### config.mk
export PLATFORM = sky130hd
export DESIGN_NAME = router_arbiter
export DESIGN_NICKNAME = d
export VERILOG_FILES = /design/src/rtl/router_arbiter.sv
export SDC_FILE = /design/constraint.sdc
export NUM_CORES = 1
export LEC_CHECK = 0
export BUFFER_PORTS_ARGS = -buffer_cell sky130_fd_sc_hd__buf_2
export CORE_UTILIZATION = 47
export CTS_BUF_LIST = sky130_fd_sc_hd__clkbuf_16
export DETAILED_ROUTE_END_ITERATION = 12
export GPL_ROUTABILITY_DRIVEN = 0
export GPL_TIMING_DRIVEN = 0
export PLACE_DENSITY = 0.79
export SYNTH_ARGS = -nofsm -noshare
export SYNTH_HDL_FRONTEND = slang
export SYNTH_SLANG_ARGS = --single-unit
### constraint.sdc
create_clock -name clk -period 2.1 [get_ports clk]
set_clock_uncertainty 0.15 [all_clocks]
set_input_delay 0.42 -clock clk [delete_from_list [all_inputs] [get_ports clk]]
set_output_delay 0.42 -clock clk [all_outputs]
set_load 0.03 [all_outputs]
### src/rtl/router_arbiter.sv
// Round-robin arbiter/sequencer owning the 4-to-4 router sender/receiver selects.
// Latency: grant one edge after a sampled request; release one edge after req[W] drops; all outputs registered.
// Backpressure: level-sensitive requests, denied requesters hold req and are re-arbitrated every IDLE cycle.
// Optional hold-limit timeout enabled by macro ROUTER_ARB_TIMEOUT_EN (uses MAX_HOLD).
module router_arbiter #(
  parameter int MAX_HOLD = 8
) (
  input  logic       clk,
  input  logic       reset_n,
  input  logic [3:0] req,
  input  logic [7:0] dest,
  output logic [3:0] gnt,
  output logic [1:0] sender,
  output logic [1:0] receiver,
  output logic       bus_valid,
  output logic       timeout
);

  typedef enum logic {ST_IDLE, ST_BUSY} state_t;

  state_t     r_state;
  logic [1:0] r_ptr;
  logic [3:0] r_gnt;
  logic [1:0] r_sender;
  logic [1:0] r_receiver;
  logic       r_bus_valid;
  logic [1:0] w_win;
  logic       w_any;

  // Reject hold limits that the 8-bit counter cannot represent.
  if (MAX_HOLD < 1 || MAX_HOLD > 255) begin : g_bad_max_hold
    $error("router_arbiter: MAX_HOLD must be in 1..255");
  end

  // First set request scanning ptr, ptr+1, ptr+2, ptr+3 (mod 4).
  function automatic logic [1:0] f_pick(input logic [3:0] r, input logic [1:0] p);
    logic [1:0] idx;
    f_pick = p;
    for (int k = 3; k >= 0; k--) begin
      idx = p + 2'(k);
      if (r[idx]) f_pick = idx;
    end
  endfunction

  assign w_win = f_pick(req, r_ptr);
  assign w_any = |req;

`ifdef ROUTER_ARB_TIMEOUT_EN
  logic [7:0] r_hold;
  logic       r_timeout;

  // Arbitration FSM with hold counter; a grant reaching MAX_HOLD cycles is force-released.
  always_ff @(posedge clk) begin
    if (!reset_n) begin
      r_state     <= ST_IDLE;
      r_ptr       <= 2'd0;
      r_gnt       <= 4'd0;
      r_sender    <= 2'd0;
      r_receiver  <= 2'd0;
      r_bus_valid <= 1'b0;
      r_hold      <= 8'd0;
      r_timeout   <= 1'b0;
    end else begin
      r_timeout <= 1'b0;
      case (r_state)
        ST_IDLE: begin
          if (w_any) begin
            r_gnt       <= 4'b0001 << w_win;
            r_sender    <= w_win;
            r_receiver  <= dest[{w_win, 1'b0} +: 2];
            r_ptr       <= w_win + 2'd1;
            r_bus_valid <= 1'b1;
            r_hold      <= 8'd1;
            r_state     <= ST_BUSY;
          end
        end
        ST_BUSY: begin
          if (!req[r_sender]) begin
            r_gnt       <= 4'd0;
            r_bus_valid <= 1'b0;
            r_state     <= ST_IDLE;
          end else if (r_hold >= 8'(MAX_HOLD)) begin
            // Normal release above takes precedence, so timeout only fires while req[W] is still high.
            r_gnt       <= 4'd0;
            r_bus_valid <= 1'b0;
            r_timeout   <= 1'b1;
            r_state     <= ST_IDLE;
          end else begin
            r_hold <= r_hold + 8'd1;
          end
        end
        default: r_state <= ST_IDLE;
      endcase
    end
  end

  assign timeout = r_timeout;
`else
  // Arbitration FSM; a grant is held until its requester drops req.
  always_ff @(posedge clk) begin
    if (!reset_n) begin
      r_state     <= ST_IDLE;
      r_ptr       <= 2'd0;
      r_gnt       <= 4'd0;
      r_sender    <= 2'd0;
      r_receiver  <= 2'd0;
      r_bus_valid <= 1'b0;
    end else begin
      case (r_state)
        ST_IDLE: begin
          if (w_any) begin
            r_gnt       <= 4'b0001 << w_win;
            r_sender    <= w_win;
            r_receiver  <= dest[{w_win, 1'b0} +: 2];
            r_ptr       <= w_win + 2'd1;
            r_bus_valid <= 1'b1;
            r_state     <= ST_BUSY;
          end
        end
        ST_BUSY: begin
          if (!req[r_sender]) begin
            r_gnt       <= 4'd0;
            r_bus_valid <= 1'b0;
            r_state     <= ST_IDLE;
          end
        end
        default: r_state <= ST_IDLE;
      endcase
    end
  end

  assign timeout = 1'b0;
`endif

  assign gnt       = r_gnt;
  assign sender    = r_sender;
  assign receiver  = r_receiver;
  assign bus_valid = r_bus_valid;

endmodule
Word-level counts from Yosys, hierarchy flattened
Index checks and enable logic that the tools add are counted.
{ "word_totals": {"regBits": 12, "inputBits": 14, "word_cells": 46} }
{ "classes": {"n_addsub": 4, "n_lt_le_gt_ge": 5, "eq_ne": 2, "shifts": 2, "mux": 23, "bitwise_logic": 1, "reduce_logical": 3} }
{ "op_table": {"columns": ["operator", "n"], "rows": [
  ["2-bit by 3-bit < comparator with 1-bit output, second input constant", 5],
  ["1-bit binary-select mux with 2-bit select", 5],
  ["1-bit 2-to-1 mux", 9],
  ["2-bit 2-to-1 mux", 4],
  ["4-bit 2-to-1 mux", 2],
  ["4-bit one-hot mux with 2 select lines", 1],
  ["8-bit by 4-bit variable part select with 2-bit output", 1],
  ["2-bit by 1-bit adder with 2-bit output, second input constant", 2],
  ["2-bit adder, second input constant", 2],
  ["2-bit != test, second input constant", 2],
  ["1-bit one-hot mux with 2 select lines", 2],
  ["2-bit AND reduction", 2],
  ["4-bit OR reduction", 1],
  ["1-bit by 2-bit left shift with 4-bit output, first input constant", 1],
  ["1-bit NOT", 1]
]} }

Depth between registers and ports, before layout
Gate-level depths: netlist of the first run.
{ "depth": {"ltp_word": 10, "depth_mapped": 6} }

Worst setup path after synthesis of the first run
OpenSTA, ideal clock, no wires.
{ "synth_timing": {"path_kind": "input -> register", "start": "input req[0]", "end": "register r_receiver[1] (netlist: receiver[1])", "t_arrival_ns": 1.622, "slack_ns": 0.193, "stages": 5, "path_buffers": 0, "path_cell_list": "nor2b_2 > or4_4 > and2_4 > a2111oi_2 > nor4_1"} }
{ "synth_between": {"elab_chain_len": 7, "word_cells_on_any_way": 15} }
{ "synth_rtl": {"columns": ["element", "line_no", "rtl"], "rows": [
  ["from (decl)", "10", "input logic [3:0] req,"],
  ["1-bit binary-select mux with 2-bit select", "41", "if (r[idx]) f_pick = idx;"],
  ["1-bit 2-to-1 mux (implied by the code)", "41", null],
  ["2-bit 2-to-1 mux (4 in series)", "41", null],
  ["8-bit by 4-bit variable part select with 2-bit output", "114", "r_receiver <= dest[{w_win, 1'b0} +: 2];"],
  ["to (signal assigned)", "114", null],
  ["to (decl)", "25", "logic [1:0] r_receiver;"]
]} }
Parallel ways exist; a longest one is shown, timed or not. The select of a mux whose other input is x is not followed.
A chain may end at the register's enable or synchronous reset.

Final worst setup path of the first run
{ "layout_timing": {"start": "register r_ptr[0]", "end": "register r_receiver[1] (netlist: receiver[1])"} }
{ "layout_between": {"elab_chain_len": 8, "word_cells_on_any_way": 16} }
{ "layout_rtl": {"columns": ["element", "line_no", "rtl"], "rows": [
  ["from (decl)", "22", "logic [1:0] r_ptr;"],
  ["from (signal assigned)", "115", "r_ptr <= w_win + 2'd1;"],
  ["2-bit adder", "40", "idx = p + 2'(k);"],
  ["1-bit binary-select mux with 2-bit select", "41", null],
  ["1-bit 2-to-1 mux (implied by the code)", "41", null],
  ["2-bit 2-to-1 mux (3 in series)", "41", null],
  ["2-bit 2-to-1 mux *", "41", null],
  ["8-bit by 4-bit variable part select with 2-bit output *", "114", null]
]} }
Every way passes the cells marked *; elsewhere a longest branch is shown, timed or not. The select of a mux whose other input is x is not followed.

==> out/metrics.cfg, run 1 <==
[worst_setup_path]
critical_path_class=reg -> reg
critPathRequiredTime_ns=2.05
path_delay_family=compound AO/OA/AOI/OAI gates
slowest_stage=a2111oi_1
r2r-end=receiver[1]
cp.arrival_ns=1.97
crit_buf_inv=0
cp_slowest_stage_delay_ns=0.49
critPathMaxFanout=6
r2r_cells=5
reg2reg_setup_slack_ns=0.09
end_kind=flop
regToRegStartpoint=r_ptr[0]
path_cells=and2b_2 -> o21ai_1 -> o211ai_1 -> a2111oi_1 -> nor4_1
crit_path_start_kind=flop

[cells_and_area]
num-nets-final=117
area_growth_pct=33.1
n_antenna_cell=0
final_util_pct=67.6
drive_gt1_share_pct=34.3

[run]
cap_violations=0

[min_path]
holdPathEnd=bus_valid
hold_path_depth=2
min_path_type=reg -> reg
min-delay-start=bus_valid

[clocking]
cts_made_buffers=3
root_buffer=clkbuf_16
cts_sinks=12
cts_max_level=1
clk_path_buf_depth=2
clk_latency_ns=0.24
clk_pin_slew_ns=0.04
tritoncts=yes

[synth]
synth_area_leaders=dfxtp_1, a32oi_1, mux4_1, nor2b_1, o21ai_0
synthXorXnorAreaFrac_pct=1.31
synth_top_family_by_area=compound AO/OA/AOI/OAI gates
avgSynthCellArea_sq_um=8.81
ys_types=33
yosys_register_bits=12
syn-cell-area_sq_um=669
ys_seq_area_share_pct=35.9
synthCells=76
yosys_warnings=0
synth_compound_area_share_pct=26.0
yosys.area.top_type_share_pct=35.9
synth_top_cell_by_area=dfxtp_1
synth.net_count=90
synth_fa_ha_area_share_pct=0
synth_mux_area_share_pct=6.92
synthSimpleGateAreaFrac_pct=25.4

[floorplan]
io_pins=24
die_w_um=39.7
die_h_um=39.7
core-area_sq_mm=0.00132
initial_core_util_pct=50.8
die_area_sq_mm=0.00158
rows=13

[drt]
drt-initial-drc-count=26
ant_nets=0
drt-vias-per-instance=5.81
wire_per_inst_um=13.8
wirelength_um=1620
drc=0
vias=680
first_pass_iters=5

[timing]
final.period_utilization_pct=95.9
fmax_mhz=497
rsz0062_at_grt=false
drv_slew=0
final_hold_viol_count=0
maxSlewHeadroom_pct=57.7
worst_slew_pin_slew_ns=0.632
setup_viol=0
min_period_ns=2.01
fin_tns_setup_ns=0

[global_routing]
grt_pass1_vias=535
grt_max_degree=11
grt_overflow=0
antenna_found_initial=0
grt_pass1_wl_um=2400
grt_usage_pct=23.4

[pwr]
power_mw=0.883
peakVddDrop_mv=0.685
p_leak_nw=0.392
powerDensity_mw_per_mm2=992

[placed_design]
portBuffers=22
place_hpwl_um=1130

[status]
status=complete, no violations

==> stage by stage <==
stage | instance area [sq um] | std cells | setup slack [ns] | hold slack, ns
3_5_place_dp | 798 | 113 | -0.0551 | 0.306
3_3_place_gp | 798 | 113 | -0.0226 | 0.296
4_1_cts | 877 | 117 | 0.135 | 0.315
2_1_floorplan | 669 | 76 | 0.193 | 0.295
5_1_grt | 891 | 117 | 0.0103 | 0.341
6_report | 891 | 117 | 0.0869 | 0.307
==> cells by family (layout without fill, tap and decap cells) <==
family,Yosys count,after routing
and+or+nand+nor,29,29
AOI/OAI and AO/OA,24,24
DFF,12,12
buffers and inverters,6,32
muxes,3,3
other,1,1
xor gates and xnor gates,1,1
==> metal layers <==
| metal | vias to the layer above | wire length [um] | GRT usage (%) | part of all wire (%) |
|---|---|---|---|---|
| met5 | - | 0 | 0 | 0 |
| met2 | 30 | 811 | 36.9 | 50 |
| met1 | 314 | 668 | 29.1 | 41 |
| met4 | 0 | 10 | 4.31 | 0.62 |
| met3 | 2 | 127 | 10.2 | 7.8 |
| li1 | 334 | - | - | - |
==> cells in the mapped netlist (all sizes together) <==
| cell type | instances |
|---|---|
| or4 | 1 |
| nor2 | 4 |
| mux4 | 1 |
| o211a | 1 |
| nor3 | 1 |
| a21boi | 3 |
| dfxtp | 12 |
| clkbuf | 3 |
| inv | 2 |
| nand3 | 4 |
| and3b | 1 |
| o21bai | 1 |
| mux2i | 2 |
| a32oi | 4 |
| o221ai | 1 |
| nand2 | 5 |
| a2111oi | 3 |
| o211ai | 1 |
| buf | 1 |
| nor4 | 2 |
| xnor2 | 1 |
| conb | 1 |
| a21oi | 4 |
| nand2b | 1 |
| or2 | 1 |
| o21ai | 6 |
| and2b | 2 |
| and2 | 2 |
| nor2b | 5 |
==> state kept, by name (all words and copies together) (netlist names) <==
signal / cells
sender: 2
r_ptr: 2
bus_valid: 1
gnt: 4
receiver: 2
r_state: 1
==> tightest hold or removal path, stage by stage, from the launching register on <==
cell     delay [ns]
dfxtp_1        0.31
nor2_1         0.04
nor2_1         0.06
==> cell usage in the layout (no fill, tap or decap), drive strengths merged, types with 2 or more instances in the layout <==
cell | Yosys | layout
a2111oi | 3 | 3
a21boi | 3 | 3
a21oi | 4 | 4
a32oi | 4 | 4
and2 | 2 | 2
and2b | 2 | 2
buf | 1 | 23
clkbuf | 3 | 6
dfxtp | 12 | 12
inv | 2 | 2
mux2i | 2 | 2
nand2 | 5 | 5
nand3 | 4 | 4
nor2 | 4 | 4
nor2b | 5 | 5
nor4 | 2 | 2
o21ai | 6 | 6
==> where the power goes <==
group / leakage (nW) / total, mW / internal, mW / switching (mW)
clock network: 0.0385 / 0.339 / 0.250 / 0.0896
logic: 0.254 / 0.257 / 0.0991 / 0.158
registers: 0.0991 / 0.287 / 0.261 / 0.0267
==> final cells by class <==
cell class | instances | area [sq um]
fill | 117 | 427
multi-input combinational | 58 | 417
clock buffer | 3 | 75.1
inverter | 2 | 7.51
sequential | 12 | 240
tap | 15 | 18.8
clock inverter | 1 | 3.75
timing repair buffer | 22 | 110
buffer | 4 | 18.8
==> how the worst max path moves through the flow <==
stage,start,end,slack (ns),cells after the start
3_5_place_dp,req[1],receiver[1],-0.06,6
2_1_floorplan,req[0],receiver[1],0.19,5
6_report,r_ptr[0],receiver[1],0.09,5
3_3_place_gp,req[1],receiver[1],-0.02,6
5_1_grt,r_ptr[0],receiver[1],0.01,5
4_1_cts,r_ptr[0],receiver[1],0.14,5
==> repair_timing <==
item / 4_1_cts / 5_1_grt
endpoints found under the setup margin: 0 / 2
gates resized for setup: 0 / 4
hold buffers: 0 / 0
buffers inserted: 0 / 0
Power figures use the tool's default switching activity.
==> run 2, diff against run 1 <==
CORE_MARGIN = 4   (was unset)
CTS_BUF_LIST = unset   (was sky130_fd_sc_hd__clkbuf_16)
==> run 2 against run 1 <==
  * Worst hold slack got worse by 0.031 ns
  * Final area fell by 6.2%
  * Maximum frequency up 1.1%
  * Critical path type unchanged
  * Highest routed layer unchanged
==> out/metrics.cfg, run 2 (synthesized netlist as in run 1, its figures left out) <==
[cells_and_area]
fill_cells=111  ; -5.1%
final_util_pct=63.4  ; -4.2 points
layout.cells.non_filler=117  ; unchanged
regArea_sq_um=240  ; unchanged
num-nets-final=117  ; unchanged
multi_input_comb_area_sq_um=404  ; -3.0%
final_cell_mix=buf_2, dfxtp_1, nand2_1, o21ai_0
largest_register_ffs=4  ; unchanged
drive_gt1_share_pct=33.3  ; -0.98 points
n_antenna_cell=0  ; unchanged
area_growth_pct=24.9
layout_commonest_cell=buf_2

[worst_setup_path]
reg2reg_setup_slack_ns=0.11  ; +0.02 ns
r2r_cells=5  ; unchanged
crit_buf_inv=0  ; unchanged
cp_slowest_stage_delay_ns=0.48  ; about the same
critical_path_class=reg -> reg
critPathRequiredTime_ns=2.10  ; +0.05 ns
critPathMaxFanout=6  ; unchanged
cp.arrival_ns=1.99  ; +0.02 ns
regToRegStartpoint=r_ptr[0]
slowest_stage=a2111oi_0
end_kind=flop
r2r-end=receiver[1]
path_cells=and2b_2 -> o21ai_1 -> o211ai_1 -> a2111oi_0 -> nor4_1
crit_path_start_kind=flop
path_delay_family=compound AO/OA/AOI/OAI gates

[status]
status=complete, no violations

[run]
cap_violations=0  ; unchanged

[clocking]
holdBufCountCts=0  ; unchanged
cts_sinks=12  ; unchanged
tritoncts=yes
root_buffer=clkbuf_4
clk_path_buf_depth=2  ; unchanged
clk_latency_ns=0.28  ; +0.04 ns
cts_max_level=1  ; unchanged
clk_pin_slew_ns=0.07  ; +0.03 ns
cts_made_buffers=3  ; unchanged

[drt]
vias=663  ; -2.5%
ant_nets=0  ; unchanged
drt-initial-drc-count=12  ; -54%
wire_per_inst_um=13.8  ; -0.43%
drc=0  ; unchanged
first_pass_iters=4  ; -1
drt-vias-per-instance=5.67  ; -2.5%
wirelength_um=1610  ; -0.43%

[timing]
drv_slew=0  ; unchanged
rsz0062_at_grt=false
setup_viol=0  ; unchanged
worst_slew_pin_slew_ns=0.600  ; -0.0315 ns
maxSlewHeadroom_pct=59.8  ; +2.1 points
fin_ws_ns=0.108  ; +0.0211 ns
min_period_ns=1.99  ; -0.0211 ns
final.period_utilization_pct=94.9  ; -1.0 points
final_hold_viol_count=0  ; unchanged
fmax_mhz=502  ; +1.1%

[pwr]
powerDensity_mw_per_mm2=855  ; -14%
peakVddDrop_mv=0.512  ; -25%
switching_power_mw=0.253  ; -7.8%
sequentialPowerShare_pct=39.9  ; +7.4 points
p_comb_share_pct=34.7  ; +5.6 points
p_leak_nw=0.373  ; -4.8%
cell_internal_pwr_mw=0.462  ; -24%
swShare_pct=35.4  ; +4.3 points
clockPowerShare_pct=25.4  ; -13 points

[placed_design]
place_hpwl_um=1250  ; +10%
pre_cts_ws_ns=-0.0285  ; +0.0266 ns
dpl.cell_count=113  ; unchanged
portBuffers=22  ; unchanged

[min_path]
min-delay-start=reset_n
hold_path_depth=3  ; +1
min_path_type=in -> reg
holdPathEnd=r_ptr[1]

[global_routing]
grt_overflow=0  ; unchanged
antenna_found_initial=0  ; unchanged
grt_usage_pct=18.3  ; -5.0 points
grt_pass1_vias=592  ; +11%
grt_max_degree=11  ; unchanged
grt_pass1_wl_um=2670  ; +11%

[floorplan]
die_h_um=45.7  ; +15%
rows=13  ; unchanged
initial_core_util_pct=50.8  ; unchanged
io_pins=24  ; unchanged
die_w_um=45.7  ; +15%
die_area_sq_mm=0.00209  ; +32%
core-area_sq_mm=0.00132  ; unchanged

## run 2: what timing repair did
item                                   CTS  global route
setup endpoints to repair                0             1
setup buffers                            0             0
resized for setup                        0             1
endpoints found under the hold margin    0             0
## run 2: worst max-delay path by stage
stage	depth (start not counted)	end	slack (ns)	from
finish	5	receiver[1]	0.11	r_ptr[0]
global route	5	receiver[1]	0.03	r_ptr[0]
CTS	5	receiver[1]	0.14	r_ptr[0]
floorplan	5	receiver[1]	0.19	req[0]
global placement	6	receiver[1]	-0.01	req[0]
detailed placement	6	receiver[1]	-0.03	req[0]
## run 2: power groups by stage
stage / Sequential (mW) / Clock (mW) / Combinational (mW)
after floorplan: 0.328 / 0 / 0.137
after global placement: 0.287 / 0 / 0.242
after detailed placement: 0.289 / 0 / 0.245
after CTS: 0.284 / 0.185 / 0.246
after global routing: 0.290 / 0.195 / 0.273
final: 0.285 / 0.182 / 0.248
## run 2: worst reg2reg max path, cell delays in order, from the launching register on
cell and delay [ns]:
dfxtp_1 0.41, and2b_2 0.25, o21ai_1 0.17, o211ai_1 0.29, a2111oi_0 0.48, nor4_1 0.12
## run 2: routing by layer
| layer | wire, um | track usage, % | vias up | share of wire [%] |
|---|---|---|---|---|
| li1 | - | - | 334 | - |
| met1 | 694 | 22.4 | 302 | 43 |
| met2 | 788 | 27.3 | 21 | 49 |
| met3 | 94 | 7.51 | 6 | 5.8 |
| met4 | 34 | 9.66 | 0 | 2.1 |
| met5 | 0 | 0 | - | 0 |
## run 2: area by class of cell
cell class	count	share of cell area, %
Buffer	4	2.25
Tap cell	15	2.25
Sequential cell	12	28.7
Timing Repair Buffer	22	13.2
Inverter	2	0.898
Clock buffer	4	4.34
Multi-Input combinational cell	58	48.4
## run 2: through the flow
step,TNS [ns],area (sq um),hold slack [ns],power (mW)
after floorplan,0,669,0.295,0.465
after global placement,-0.0120,798,0.295,0.529
after detailed placement,-0.0444,798,0.323,0.535
after CTS,0,835,0.277,0.715
after global routing,0,836,0.288,0.758
final,0,836,0.276,0.715
==> run 3, diff against run 2 <==
CORE_UTILIZATION = 35   (was 47)
PLACE_DENSITY = 0.63   (was 0.79)
==> run 3 against run 2 <==
  * Setup slack better by 0.033 ns
  * Worst hold slack improved by 0.0056 ns
  * First-iteration DRC count shrank 17%
  * Largest cell class unchanged
  * Critical path type unchanged
  * Total power rose by 0.92%
  * Non-clock buffer count unchanged
  * Maximum frequency is 1.7% higher
  * Combinational power hardly changed
  * Clock-buffer cell count did not move
  * Utilization decreased by 15 points
  * Final area is 1.5% higher
==> out/metrics.cfg, run 3 (synthesized netlist as in run 1, its figures left out) <==
[status]
status=complete, no violations

[worst_setup_path]
path_cells=and2b_2 -> o21ai_1 -> o211ai_1 -> a2111oi_1 -> nor4_1
slowest_stage=a2111oi_1
reg2reg_setup_slack_ns=0.14  ; +0.03 ns
crit_path_start_kind=flop
cp.arrival_ns=1.97  ; -0.02 ns
cp_slowest_stage_delay_ns=0.48  ; about the same
critical_path_class=reg -> reg
critPathMaxFanout=6  ; unchanged
critPathRequiredTime_ns=2.11  ; about the same
end_kind=flop

[timing]
maxSlewHeadroom_pct=60.6  ; +0.78 points
drv_slew=0  ; unchanged
worst_slew_pin_slew_ns=0.589  ; -0.0116 ns
fmax_mhz=510  ; +1.7%
final_hold_viol_count=0  ; unchanged
min_period_ns=1.96  ; -0.0326 ns
final.period_utilization_pct=93.3  ; -1.6 points
fin_tns_setup_ns=0  ; unchanged
rsz0062_at_grt=false
setup_viol=0  ; unchanged

[pwr]
swShare_pct=36.0  ; +0.62 points
cell_internal_pwr_mw=0.462  ; about the same
switching_power_mw=0.260  ; +2.7%
powerDensity_mw_per_mm2=851  ; -0.57%
power_mw=0.722  ; +0.92%
p_leak_nw=0.373  ; unchanged
p_comb_share_pct=34.6  ; about the same
clockPowerShare_pct=26.3  ; +0.9 points
peakVddDrop_mv=0.438  ; -14%
sequentialPowerShare_pct=39.1  ; -0.8 points

[drt]
wire_per_inst_um=12.9  ; -6.0%
drt-vias-per-instance=5.39  ; -5.0%
first_pass_iters=4  ; unchanged
vias=684  ; +3.2%
ant_nets=0  ; unchanged
wirelength_um=1640  ; +2.0%
drc=0  ; unchanged
drt-initial-drc-count=10  ; -2

[cells_and_area]
n_antenna_cell=0  ; unchanged
multi_input_comb_area_sq_um=404  ; unchanged
final_util_pct=48.1  ; -15 points
num-nets-final=117  ; unchanged
drive_gt1_share_pct=33.3  ; unchanged
largest_register_ffs=4  ; unchanged
area_growth_pct=26.7
regArea_sq_um=240  ; unchanged
layout_commonest_cell=buf_2
final_cell_mix=buf_2, dfxtp_1, nand2_1, o21ai_0
fill_cells=194  ; +75%

[clocking]
cts_made_buffers=3  ; unchanged
cts_sinks=12  ; unchanged
clk_pin_slew_ns=0.08  ; about the same
holdBufCountCts=0  ; unchanged
root_buffer=clkbuf_4
tritoncts=yes
clk_latency_ns=0.28  ; about the same
clk_path_buf_depth=2  ; unchanged
cts_max_level=1  ; unchanged
cts_resized=0  ; unchanged
post_cts_buffers=0  ; unchanged

[floorplan]
initial_core_util_pct=37.9  ; -13 points
rows=15  ; +2
die_area_sq_mm=0.00268  ; +28%
die_h_um=51.7  ; +13%
core-area_sq_mm=0.00176  ; +34%
die_w_um=51.7  ; +13%
io_pins=24  ; unchanged

[global_routing]
grt_usage_pct=14.0  ; -4.4 points
grt_max_degree=11  ; unchanged
grt_pass1_wl_um=2870  ; +7.5%
antenna_found_initial=0  ; unchanged
grt_pass1_vias=684  ; +16%
grt_overflow=0  ; unchanged

[placed_design]
portBuffers=22  ; unchanged
place_hpwl_um=1260  ; +0.83%

[min_path]
min_path_type=in -> reg

[run]
cap_violations=0  ; unchanged

## run 3: cell counts in the layout (fill, tap and decap cells not counted)
No cell type changed its count.
## run 3: path summary, 6_finish.rpt
path                                start     endpoint  cells after the start
worst min-delay path              dest[6]  receiver[0]                      3
worst max register to register   r_ptr[0]  receiver[1]                      5
worst min register to register  bus_valid    bus_valid                      2
worst max-delay path             r_ptr[0]  receiver[1]                      5
## run 3: power groups by stage
stage | Clock (mW) | Sequential, mW | Combinational [mW]
2_1_floorplan | 0 | 0.328 | 0.137
3_3_place_gp | 0 | 0.287 | 0.246
3_5_place_dp | 0 | 0.287 | 0.248
4_1_cts | 0.192 | 0.282 | 0.249
5_1_grt | 0.201 | 0.287 | 0.274
6_report | 0.190 | 0.282 | 0.250
## run 3: area by class of cell
class	count	area share (%)
inverter	2	0.885
sequential	12	28.3
multi-input combinational	58	47.6
clock buffer	4	4.28
buffer	4	2.21
tap	25	3.69
timing repair buffer	22	13.0
## run 3: metrics by stage
step	setup WS (ns)	std cells	hold WS [ns]	instance area, sq um
floorplan	0.193	76	0.295	669
global placement	-0.0337	123	0.301	811
detailed placement	-0.0859	123	0.310	811
CTS	0.141	127	0.286	847
global route	0.0167	127	0.300	848
finish	0.141	127	0.282	848
## run 3: routing by layer
layer / up-vias / wire (um) / track usage [%]
met5: - / 0 / 0
met4: 0 / 29 / 5.24
met3: 5 / 144 / 2.87
met2: 27 / 734 / 22.0
met1: 316 / 735 / 18.6
li1: 336 / - / -
## run 3: critical path, delay by kind of cell (launching register included)
kind            cells  cell delay [ns]
compound gates      3             0.96
flops               1             0.41
simple gates        2             0.33
